$ cat src/rtl/clock_set_ctrl.sv
// Board clock time-keeper: hr/min/sec counters, 1 Hz prescaler and two-button set FSM.
// Define CLOCK_ALARM_EN to compile in the alarm-time registers, arming and compare output.
module clock_set_ctrl #(
  parameter int TICK_DIV = 50_000_000
) (
  input  logic       clk,
  input  logic       rst,
  input  logic       mode_btn,
  input  logic       inc_btn,
  output logic [5:0] sec,
  output logic [5:0] min,
  output logic [4:0] hr,
  output logic [2:0] state,
  output logic       alarm
);

  localparam int            PW         = (TICK_DIV > 1) ? $clog2(TICK_DIV) : 1;
  localparam logic [PW-1:0] PRESC_LAST = PW'(TICK_DIV - 1);
  localparam logic [PW-1:0] PRESC_ONE  = PW'(1);
  localparam logic [PW-1:0] PRESC_ZERO = {PW{1'b0}};

  typedef enum logic [2:0] {
    ST_RUN      = 3'd0,
    ST_SET_HR   = 3'd1,
    ST_SET_MIN  = 3'd2,
    ST_SET_AHR  = 3'd3,
    ST_SET_AMIN = 3'd4
  } state_t;

  function automatic logic [5:0] wrap_inc6(input logic [5:0] v, input logic [5:0] vmax);
    if (v == vmax) wrap_inc6 = 6'd0;
    else           wrap_inc6 = v + 6'd1;
  endfunction

  function automatic logic [4:0] wrap_inc5(input logic [4:0] v, input logic [4:0] vmax);
    if (v == vmax) wrap_inc5 = 5'd0;
    else           wrap_inc5 = v + 5'd1;
  endfunction

  state_t        state_r, state_n_s;
  logic [PW-1:0] presc_r, presc_n_s;
  logic [5:0]    sec_r, sec_n_s, min_r, min_n_s;
  logic [4:0]    hr_r, hr_n_s;
  logic          mode_q_r, inc_q_r;
  logic          mode_press_s, inc_press_s, mode_eff_s;
  logic          running_s, tick_s;

`ifdef CLOCK_ALARM_EN
  logic [4:0] ahr_r, ahr_n_s;
  logic [5:0] amin_r, amin_n_s;
  logic [5:0] acnt_r, acnt_n_s;
  logic       armed_r, armed_n_s;
  logic       alarm_r, alarm_n_s;
`endif

  // Button edge detection; a simultaneous mode press discards the inc press
  always_comb begin
    mode_press_s = mode_btn & ~mode_q_r;
    inc_press_s  = inc_btn & ~inc_q_r & ~mode_press_s;
`ifdef CLOCK_ALARM_EN
    // a mode press while the alarm is sounding only acknowledges it
    mode_eff_s   = mode_press_s & ~alarm_r;
`else
    mode_eff_s   = mode_press_s;
`endif
    running_s    = (state_r != ST_SET_HR) && (state_r != ST_SET_MIN);
    tick_s       = running_s && (presc_r == PRESC_LAST);
  end

  // Next-state logic for the mode sequence
  always_comb begin
    state_n_s = state_r;
    case (state_r)
      ST_RUN: begin
        if (mode_eff_s) state_n_s = ST_SET_HR;
        else            state_n_s = ST_RUN;
      end
      ST_SET_HR: begin
        if (mode_eff_s) state_n_s = ST_SET_MIN;
        else            state_n_s = ST_SET_HR;
      end
      ST_SET_MIN: begin
`ifdef CLOCK_ALARM_EN
        if (mode_eff_s) state_n_s = ST_SET_AHR;
`else
        if (mode_eff_s) state_n_s = ST_RUN;
`endif
        else            state_n_s = ST_SET_MIN;
      end
`ifdef CLOCK_ALARM_EN
      ST_SET_AHR: begin
        if (mode_eff_s) state_n_s = ST_SET_AMIN;
        else            state_n_s = ST_SET_AHR;
      end
      ST_SET_AMIN: begin
        if (mode_eff_s) state_n_s = ST_RUN;
        else            state_n_s = ST_SET_AMIN;
      end
`endif
      default: state_n_s = ST_RUN;
    endcase
  end

  // Time and prescaler update: frozen while setting, ticking otherwise
  always_comb begin
    sec_n_s   = sec_r;
    min_n_s   = min_r;
    hr_n_s    = hr_r;
    presc_n_s = PRESC_ZERO;
    case (state_r)
      ST_SET_HR: begin
        if (inc_press_s) hr_n_s = wrap_inc5(hr_r, 5'd23);
        else             hr_n_s = hr_r;
      end
      ST_SET_MIN: begin
        if (inc_press_s) min_n_s = wrap_inc6(min_r, 6'd59);
        else             min_n_s = min_r;
        // leaving time-set restarts the second from zero
        if (mode_eff_s)  sec_n_s = 6'd0;
        else             sec_n_s = sec_r;
      end
      default: begin
        if (tick_s) begin
          presc_n_s = PRESC_ZERO;
          sec_n_s   = wrap_inc6(sec_r, 6'd59);
          if (sec_r == 6'd59) begin
            min_n_s = wrap_inc6(min_r, 6'd59);
            if (min_r == 6'd59) hr_n_s = wrap_inc5(hr_r, 5'd23);
            else                hr_n_s = hr_r;
          end else begin
            min_n_s = min_r;
          end
        end else begin
          presc_n_s = presc_r + PRESC_ONE;
        end
      end
    endcase
  end

  // State, time, prescaler and button history registers
  always_ff @(posedge clk) begin
    if (!rst) begin
      state_r  <= ST_RUN;
      presc_r  <= PRESC_ZERO;
      sec_r    <= 6'd0;
      min_r    <= 6'd0;
      hr_r     <= 5'd0;
      mode_q_r <= 1'b0;
      inc_q_r  <= 1'b0;
    end else begin
      state_r  <= state_n_s;
      presc_r  <= presc_n_s;
      sec_r    <= sec_n_s;
      min_r    <= min_n_s;
      hr_r     <= hr_n_s;
      mode_q_r <= mode_btn;
      inc_q_r  <= inc_btn;
    end
  end

`ifdef CLOCK_ALARM_EN
  // Alarm time editing, arming, compare and auto-clear after 60 ticks
  always_comb begin
    ahr_n_s   = ahr_r;
    amin_n_s  = amin_r;
    armed_n_s = armed_r;
    alarm_n_s = alarm_r;
    acnt_n_s  = acnt_r;
    if ((state_r == ST_SET_AHR) && inc_press_s) ahr_n_s = wrap_inc5(ahr_r, 5'd23);
    else                                        ahr_n_s = ahr_r;
    if ((state_r == ST_SET_AMIN) && inc_press_s) amin_n_s = wrap_inc6(amin_r, 6'd59);
    else                                         amin_n_s = amin_r;
    if ((state_r == ST_SET_AMIN) && mode_eff_s) armed_n_s = 1'b1;
    else                                        armed_n_s = armed_r;
    if (alarm_r) begin
      if (mode_press_s) begin
        alarm_n_s = 1'b0;
        acnt_n_s  = 6'd0;
      end else if (tick_s) begin
        if (acnt_r == 6'd59) begin
          alarm_n_s = 1'b0;
          acnt_n_s  = 6'd0;
        end else begin
          acnt_n_s  = acnt_r + 6'd1;
        end
      end else begin
        acnt_n_s = acnt_r;
      end
    end else if (tick_s && (sec_r == 6'd59) && armed_r &&
                 (hr_n_s == ahr_r) && (min_n_s == amin_r)) begin
      alarm_n_s = 1'b1;
      acnt_n_s  = 6'd0;
    end else begin
      alarm_n_s = 1'b0;
    end
  end

  // Alarm registers
  always_ff @(posedge clk) begin
    if (!rst) begin
      ahr_r   <= 5'd0;
      amin_r  <= 6'd0;
      acnt_r  <= 6'd0;
      armed_r <= 1'b0;
      alarm_r <= 1'b0;
    end else begin
      ahr_r   <= ahr_n_s;
      amin_r  <= amin_n_s;
      acnt_r  <= acnt_n_s;
      armed_r <= armed_n_s;
      alarm_r <= alarm_n_s;
    end
  end

  assign alarm = alarm_r;
`else
  assign alarm = 1'b0;
`endif

  assign sec   = sec_r;
  assign min   = min_r;
  assign hr    = hr_r;
  assign state = state_r;

endmodule

$ cat config.mk
export PLATFORM = sky130hd
export DESIGN_NAME = clock_set_ctrl
export DESIGN_NICKNAME = d
export VERILOG_FILES = /design/src/rtl/clock_set_ctrl.sv
export SDC_FILE = /design/constraint.sdc
export NUM_CORES = 1
export LEC_CHECK = 0
export BUFFER_PORTS_ARGS = -buffer_cell sky130_fd_sc_hd__buf_2
export CAP_MARGIN = 20
export CORE_MARGIN = 2
export CORE_UTILIZATION = 40
export CTS_BUF_LIST = sky130_fd_sc_hd__clkbuf_8
export DETAILED_ROUTE_END_ITERATION = 6
export GPL_TIMING_DRIVEN = 0
export PLACE_DENSITY_LB_ADDON = 0.2
export SYNTH_ARGS = -nofsm -noshare
export SYNTH_HDL_FRONTEND = slang
export SYNTH_SLANG_ARGS = --single-unit
$ cat constraint.sdc
create_clock -name clk -period 5.3 [get_ports clk]
set_input_delay 0.795 -clock clk [delete_from_list [all_inputs] [get_ports clk]]
set_output_delay 0.795 -clock clk [all_outputs]
set_load 0.03 [all_outputs]
### Word-level counts from Yosys, hierarchy flattened

Index checks and enable logic that the tools add are counted.
W data, S select, Z words.

* muxes and demuxes: 19
* shifts and indexed selects: 0
* magnitude comparators: 0
* reductions and logical operators: 12
* bitwise logic cells: 9
* equal/unequal tests: 11
* add/sub/neg operators: 4
* $mul: 0
* divide/modulo/power cells: 0

Operators by type and width (number)
* $mux W6: 7
* $add A26 B1 Y26 const B: 1
* $eq A26 B26 Y1 const B: 1
* $mux W5: 5
* $pmux W6 S2: 2
* $add A6 B1 Y6 const B: 2
* $eq A6 B6 Y1 const B: 2
* $pmux W5 S2: 1
* $reduce_bool A2 Y1: 5
* $pmux W3 S3: 1
* $ne A2 B2 Y1 const B: 3
* $not A1 Y1: 6
* $add A5 B1 Y5 const B: 1
* $eq A5 B5 Y1 const B: 1
* $reduce_and A5 Y1: 1
* $mux W2: 2
* $reduce_and A4 Y1: 1
* $reduce_or A4 Y1: 1
* $and A1 B1 Y1: 3
* $eq A3 B1 Y1 const B: 1
* $eq A3 B2 Y1 const B: 1
* $logic_not A3 Y1: 1
* $ne A3 B1 Y1 const B: 1
* $ne A3 B2 Y1 const B: 1
* other kinds (3): 4

* flip-flop bits (word level): 48
* memories: 0
* bits in read-only memories: 0
* word-level logic and storage cells: 62
* input bits: 4
* RAM bits: 0
* latch bits: 0

### Longest topological paths before layout

Gate-level depths: netlist (run 1).

* word-level depth: 6
* mapped depth: 9

### Least setup slack after synthesis (run 1)

OpenSTA, ideal clock, no wires.

* path type: reg2reg
* start: register state_r[0], in the netlist state[0]
* end: register min_r[3], in the netlist min[3]
* stages on the path, launching flop included: 8
* arrival time: 2.634 ns
* path slack: 2.549 ns
* clock period less this slack: 2.751 ns
* required time: 5.183 ns
* cell sequence: dfxtp_1 -> inv_1 -> ha_1 -> or4b_1 -> or4_4 -> nor4_4 -> o21ai_0 -> a32o_2

* word-level cells in the longest chain between the ends: 5
* elaborated cells between the ends (all ways): 12

RTL lines
* start, declared: line 40 `state_t state_r, state_n_s;`
* start signal, assigned: line 151 `state_r <= state_n_s;`
* $ne A3 B1 Y1 or $ne A3 B2 Y1 (tied branches): line 66 `running_s = (state_r != ST_SET_HR) && (state_r != ST_SET_MIN);`
* $logic_and A1 B1 Y1: line 66
* $logic_and A1 B1 Y1: line 67 `tick_s = running_s && (presc_r == PRESC_LAST);`
* $reduce_bool A2 Y1 (no line)
* $reduce_and A4 Y1 (no line)
* end signal, assigned: line 154 `min_r <= min_n_s;`
* end, declared: line 42 `logic [5:0] sec_r, sec_n_s, min_r, min_n_s;`

Parallel ways exist; a longest one is shown, timed or not.
A chain may end at the register's enable or synchronous reset.

### Final worst setup path (run 1)

* start: register state_r[1], in the netlist state[1]
* end: register min_r[1], in the netlist min[1]

The elaborated chain is that of the path after synthesis.

==> results.py, run 1 <==
metrics = {
    "power_and_ir_drop": {
        "powerDensity_nw_per_um2": 223.0,
        "power.internal_w": 0.0004630,
        "leakage_nw": 1.017,
        "p_clk_frac": 0.335,
        "peakVddDrop_v": 0.0001396,
        "swShare": 0.2488,
        "combPwrFrac": 0.077,
        "switchingPower_w": 0.0001534,
        "pwr-share-seq": 0.587,
    },
    "cts": {
        "cts-root-buf": "clkbuf_8",
        "cts_buffers": 5,
        "tritoncts": "done",
        "hold_buffers": 0,
        "cts_setup_buffers": 0,
        "clkLatencyLatePin_ns": 0.30,
        "cts_resized": 0,
        "clockBufferDepth": 2,
        "htree_levels": 2,
        "clk_pin_slew_worst_paths_ns": 0.09,
        "cts_sinks": 47,
    },
    "sta": {
        "max_slew_margin": 0.6118,
        "rsz0062_at_grt": "false",
        "clock_skew_ns": 0.006220,
        "tns_ns": 0,
        "timing.fmax_mhz": 370.4,
        "worst_hold_slack_ns": 0.4822,
        "period_minus_slack_ns": 2.700,
        "fin_crit_sh": 0.5094,
        "setup_viol": 0,
        "slew_violations": 0,
        "tightest_slew_ns": 0.5743,
        "hold_viol_final": 0,
    },
    "finish": {
        "layout_common_cells": "dfxtp_1, nor2_1, nand2_1, xnor2_1, buf_2",
        "nFillCells": 613,
        "syn_to_final_growth_pct": 11.45,
        "register_area_um2": 940.9,
        "nets": 323,
        "layout-drive-gt1-share": 0.1506,
        "antenna_cells": 0,
        "layout_commonest_cell": "dfxtp_1",
        "multiInputGateArea_um2": 1414,
    },
    "global_routing": {
        "antenna_found_initial": 0,
        "grt_max_degree": 14,
        "grt_overflow": 0,
        "track_usage": 0.1620,
        "grt_pass1_vias": 1888,
        "grt_pass1_wl_mm": 8.556,
    },
    "critical_path": {
        "worstSetupPathType": "reg2reg",
        "end_kind": "register",
        "worst_setup_path_start_kind": "register",
        "critPathArrivalTime_ns": 2.94,
        "reg2regPathDepth": 8,
        "cp.required_ns": 5.54,
        "cp_max_fo": 6,
    },
    "detailed_routing": {
        "routed-wl-met2_mm": 2.411,
        "top_layer_used": "met4",
        "drcViolationCount": 0,
        "viasPerCell": 5.258,
        "dr.pass1.iters": 4,
        "drtIter0Drc": 55,
        "routedWlPerCell_um": 13.17,
        "routed_wl_mm": 5.097,
        "vias": 2035,
        "wl_met1_mm": 2.507,
        "ant_nets": 0,
        "met3_wirelength_um": 147,
    },
    "yosys": {
        "synthesis.area_um2": 2480,
        "synth_edf_count": 0,
        "synth_seq_cells": 47,
        "ys.warnings.count": 0,
        "synth.distinct_cells": 51,
        "netlist_instances": 282,
        "ys_seq_area_frac": 0.3794,
        "synthFlopType": "dfxtp_1",
        "async_reset_ff_frac": 0,
        "syn_area_per_cell_um2": 8.794,
    },
    "min_path": {
        "hp-class": "reg2reg",
        "worstHoldPathCells": 1,
    },
    "floorplan": {
        "ios": 25,
        "core.rowCount": 28,
        "start_util": 0.4164,
        "fp.coreArea_um2": 5956,
        "die_y_um": 82.74,
        "die-area_um2": 6846,
        "die_x_um": 82.74,
    },
    "place": {
        "dpl.hpwl_mm": 3.679,
        "io_buffers": 21,
        "place_congestion": 0.7859,
    },
    "status": {
        "status": "completed",
    },
    "run": {
        "max_cap_violations": 0,
    },
}
area by class of cell:
type                       instances  share of cell area
timing repair buffer              21             0.03803
clock inverter                     3            0.004527
tap                               75             0.03395
sequential                        47              0.3404
inverter                          10             0.01358
clock buffer                       5             0.02490
buffer                            15             0.03305
multi-input combinational        211              0.5115
cells in the mapped netlist, types with 2 or more instances:
cell type	number	area [um2]
and4b_2	2	22.52
a32o_2	3	33.78
nand2b_1	3	18.77
nor3b_1	5	37.54
buf_4	2	15.01
o22ai_1	2	12.51
nand3_1	17	85.08
o21a_1	3	22.52
nor4_1	12	75.07
and3_1	4	25.02
o31ai_1	3	22.52
dfxtp_1	47	940.9
a21o_1	2	15.01
nand4_1	8	50.05
nor4b_1	2	17.52
xor2_1	3	26.28
ha_1	8	100.1
or3b_2	2	17.52
o21ai_0	8	40.04
clkbuf_8	2	27.53
nand2_1	21	78.83
o211ai_1	5	37.54
and2_1	3	18.77
xnor2_1	21	183.9
nor2_1	34	127.6
inv_1	10	37.54
nor3_1	5	25.02
mux2i_1	8	80.08
clkbuf_1	10	37.54
nor2b_1	3	18.77
nor4_4	2	42.54
nand3b_1	3	22.52
power groups by stage:
stage               clock network, W  logic (W)  registers, W
CTS                         0.000215  0.0000483      0.000362
global placement                   0  0.0000482      0.000370
global route                0.000226  0.0000526      0.000363
floorplan                          0  0.0000333      0.000373
detailed placement                 0  0.0000481      0.000370
finish                      0.000207  0.0000477      0.000362
metal layers:
layer / track usage / vias up
li1: - / 1060
met1: 0.1981 / 951
met2: 0.2855 / 22
met3: 0.03587 / 2
met4: 0.04426 / 0
met5: 0 / -
logic make-up (layout without fill, tap and decap cells):
family / count (synthesis) / in the layout / share of synthesized area
flops: 47 / 47 / 0.3794
compound gates: 32 / 32 / 0.09435
other cells: 1 / 2 / 0.001512
buf+inv: 25 / 54 / 0.05197
simple gates: 137 / 137 / 0.3153
fa+ha+maj: 8 / 8 / 0.04036
mux: 8 / 8 / 0.03229
xor+xnor: 24 / 24 / 0.08477
worst max-delay path, cell delays in order (launching register included):
cell and delay, ns:
dfxtp_1 0.40, inv_1 0.09, ha_1 0.31, or4b_1 0.52, or4_4 0.54, nor4_4 0.33, or2_1 0.16, buf_6 0.11
mux2i_1 0.16
path summary, 6_finish.rpt:
| path | start | end | slack (ns) |
|---|---|---|---|
| max | state[1] | min[1] | 2.60 |
| min | presc_r[0] | presc_r[0] | 0.48 |
| max reg2reg | state[1] | min[1] | 2.60 |
| min reg2reg | presc_r[0] | presc_r[0] | 0.48 |
sequential cells by signal (all words and copies together), names as in the netlist:
name	flops
min	6
presc_r	26
mode_q_r	1
hr	5
inc_q_r	1
state	2
sec	6
metrics by stage:
step	utilization	std cells	cell area, um2	total power (W)	worst slack, ns
CTS	0.4641	387	2764	0.0006254	2.581
global route	0.4641	387	2764	0.0006411	2.443
floorplan	-	283	2484	0.0004061	2.549
finish	0.4641	387	2764	0.0006164	2.600
detailed placement	0.4504	379	2683	0.0004185	2.601
global placement	0.4504	379	2683	0.0004184	2.601
Power figures use the tool's default switching activity.
==> inputs of run 2 (changes only) <==
==> constraint.sdc (replaced) <==
create_clock -name clk -period 2.3 [get_ports clk]
set_input_delay 0.345 -clock clk [delete_from_list [all_inputs] [get_ports clk]]
set_output_delay 0.345 -clock clk [all_outputs]
set_load 0.03 [all_outputs]
==> run 2 against run 1 <==
The run now ends with negative setup slack left. Total power increased by 130%. Hold slack got worse by 0.20 ns. Maximum frequency increased by 12%. Register-to-register slack got worse by 2.7 ns. Via count increased by 0.79%. Cell area increased by 2.9%. Sequential share of layout area decreased by 0.69 points. Non-clock buffer count increased by 3. Wire length increased by 0.98%. First-iteration DRC count decreased by 11%. Clock-buffer cell count unchanged. Largest cell class unchanged. Largest power group unchanged. Highest routed layer unchanged.
==> results.py, run 2 (synthesized netlist as in run 1, its figures left out) <==
metrics = {
    "status": {
        "status": "complete, but fails checks",
        "failed_checks": "negative setup slack",
    },
    "power_and_ir_drop": {
        "peakVddDrop_v": 0.0002394,
        "leakage_nw": 1.044,
        "powerDensity_nw_per_um2": 505.8,
    },
    "cts": {
        "cts-root-buf": "clkbuf_8",
        "cts_sinks": 47,
        "clkLatencyLatePin_ns": 0.30,
        "cts_buffers": 5,
        "tritoncts": "done",
        "clk_pin_slew_worst_paths_ns": 0.09,
        "htree_levels": 2,
        "clockBufferDepth": 2,
    },
    "sta": {
        "timing.fmax_mhz": 416.6,
        "final.setup.worst_slack_ns": -0.1002,
        "rsz0062_at_grt": "true",
        "hold_viol_final": 0,
        "worst_hold_slack_ns": 0.2855,
        "fin_crit_sh": 1.044,
        "tightest_slew_ns": 0.6454,
        "setup_viol": 10,
        "clock_skew_ns": 0.008361,
        "tns_ns": -0.7634,
        "max_slew_margin": 0.5637,
        "period_minus_slack_ns": 2.400,
        "slew_violations": 0,
    },
    "finish": {
        "nFillCells": 596,
        "layout-drive-gt1-share": 0.2000,
        "multiInputGateArea_um2": 1445,
        "antenna_cells": 0,
        "nets": 326,
        "register_area_um2": 948.4,
        "syn_to_final_growth_pct": 14.68,
        "layout_commonest_cell": "dfxtp_1",
        "layout_common_cells": "dfxtp_1, nor2_1, buf_2",
        "fin_area_um2": 2844,
        "largest_register_ffs": 26,
        "top_register": "presc_r",
    },
    "critical_path": {
        "regToRegSetupSlack_ns": -0.10,
        "worst_setup_path_start_kind": "register",
        "worstSetupPathType": "reg2reg",
        "critPathArrivalTime_ns": 2.58,
        "cp.required_ns": 2.48,
        "cp_max_fo": 4,
        "end_kind": "register",
    },
    "global_routing": {
        "grt_pass1_wl_mm": 8.735,
        "antenna_found_initial": 0,
        "grt_pass1_vias": 1874,
        "track_usage": 0.1641,
        "grt_overflow": 0,
        "grt_max_degree": 15,
    },
    "place": {
        "io_buffers": 21,
        "dp_slack_ns": -0.2251,
        "place_congestion": 0.7249,
        "dpl.hpwl_mm": 3.678,
        "placed_area_um2": 2705,
    },
    "detailed_routing": {
        "routed_wl_mm": 5.147,
        "drtIter0Drc": 49,
        "dr.pass1.iters": 4,
        "routedWlPerCell_um": 13.20,
        "drcViolationCount": 0,
        "viasPerCell": 5.259,
        "ant_nets": 0,
        "vias": 2051,
    },
    "floorplan": {
        "die_y_um": 82.74,
        "core.rowCount": 28,
        "ios": 25,
        "start_util": 0.4164,
        "die_x_um": 82.74,
        "die-area_um2": 6846,
        "fp.coreArea_um2": 5956,
    },
    "run": {
        "max_cap_violations": 0,
    },
    "min_path": {
        "hp-class": "in2reg",
    },
}
==> run 2: cell types whose count changed in the layout (fill, tap and decap cells not counted), moves of 2 or more <==
cell / previous run / this run
buf_4: 2 / 6
clkbuf_1: 10 / 6
dfxtp_1: 47 / 45
dfxtp_4: 0 / 2
inv_1: 12 / 9
inv_4: 0 / 2
nor4_1: 12 / 9
nor4_2: 0 / 3
o21ai_0: 8 / 3
o21ai_1: 0 / 5
==> run 2: repair_timing <==
item                                   4_1_cts  5_1_grt
hold buffers                                 0        0
buffers inserted                             3        1
setup endpoints to repair                   28       21
endpoints found under the hold margin        0        0
pin swaps                                    2        2
gates resized for setup                      3        9
==> run 2: final cells by class <==
cell class | instances | area share
Multi-Input combinational cell | 211 | 0.5081
Clock buffer | 5 | 0.02420
Timing Repair Buffer | 25 | 0.04751
Tap cell | 75 | 0.03300
Sequential cell | 47 | 0.3335
Inverter | 10 | 0.01496
Clock inverter | 3 | 0.005719
Buffer | 14 | 0.03300
==> run 2: critical path, cell delays in order (launching register included) <==
cell and delay (ns):
dfxtp_4 0.37, inv_4 0.04, ha_4 0.23, or4b_1 0.49, or4_4 0.48, nor4_4 0.37, o21ai_0 0.15, mux2i_1 0.15
==> run 2: final timing paths <==
kind                            startpoint         end  cells after the start
worst max-delay path              state[1]       hr[2]                      7
worst min-delay path              mode_btn    mode_q_r                      2
worst max register to register    state[1]       hr[2]                      7
worst min register to register  presc_r[0]  presc_r[0]                      1
==> run 2: through the flow <==
stage / total power (W) / utilization / cells
5_1_grt: 0.001506 / 0.4775 / 390
6_report: 0.001438 / 0.4775 / 390
3_5_place_dp: 0.0009697 / 0.4542 / 379
2_1_floorplan: 0.0009394 / - / 283
4_1_cts: 0.001463 / 0.4725 / 389
3_3_place_gp: 0.0009699 / 0.4542 / 379
==> run 2: per-layer routing <==
layer,track usage,up-vias,share of wire
met5,0,-,0
met1,0.2294,948,0.51
met2,0.2621,33,0.45
li1,-,1066,-
met3,0.02935,4,0.032
met4,0.03934,0,0.0078
==> run 2: report_power, final <==
part | switching (W) | total (W) | internal [W] | leakage [nW]
logic | 0.0000746 | 0.000119 | 0.0000444 | 0.617
clock network | 0.000276 | 0.000485 | 0.000209 | 0.0453
registers | 0.0000109 | 0.000835 | 0.000824 | 0.381
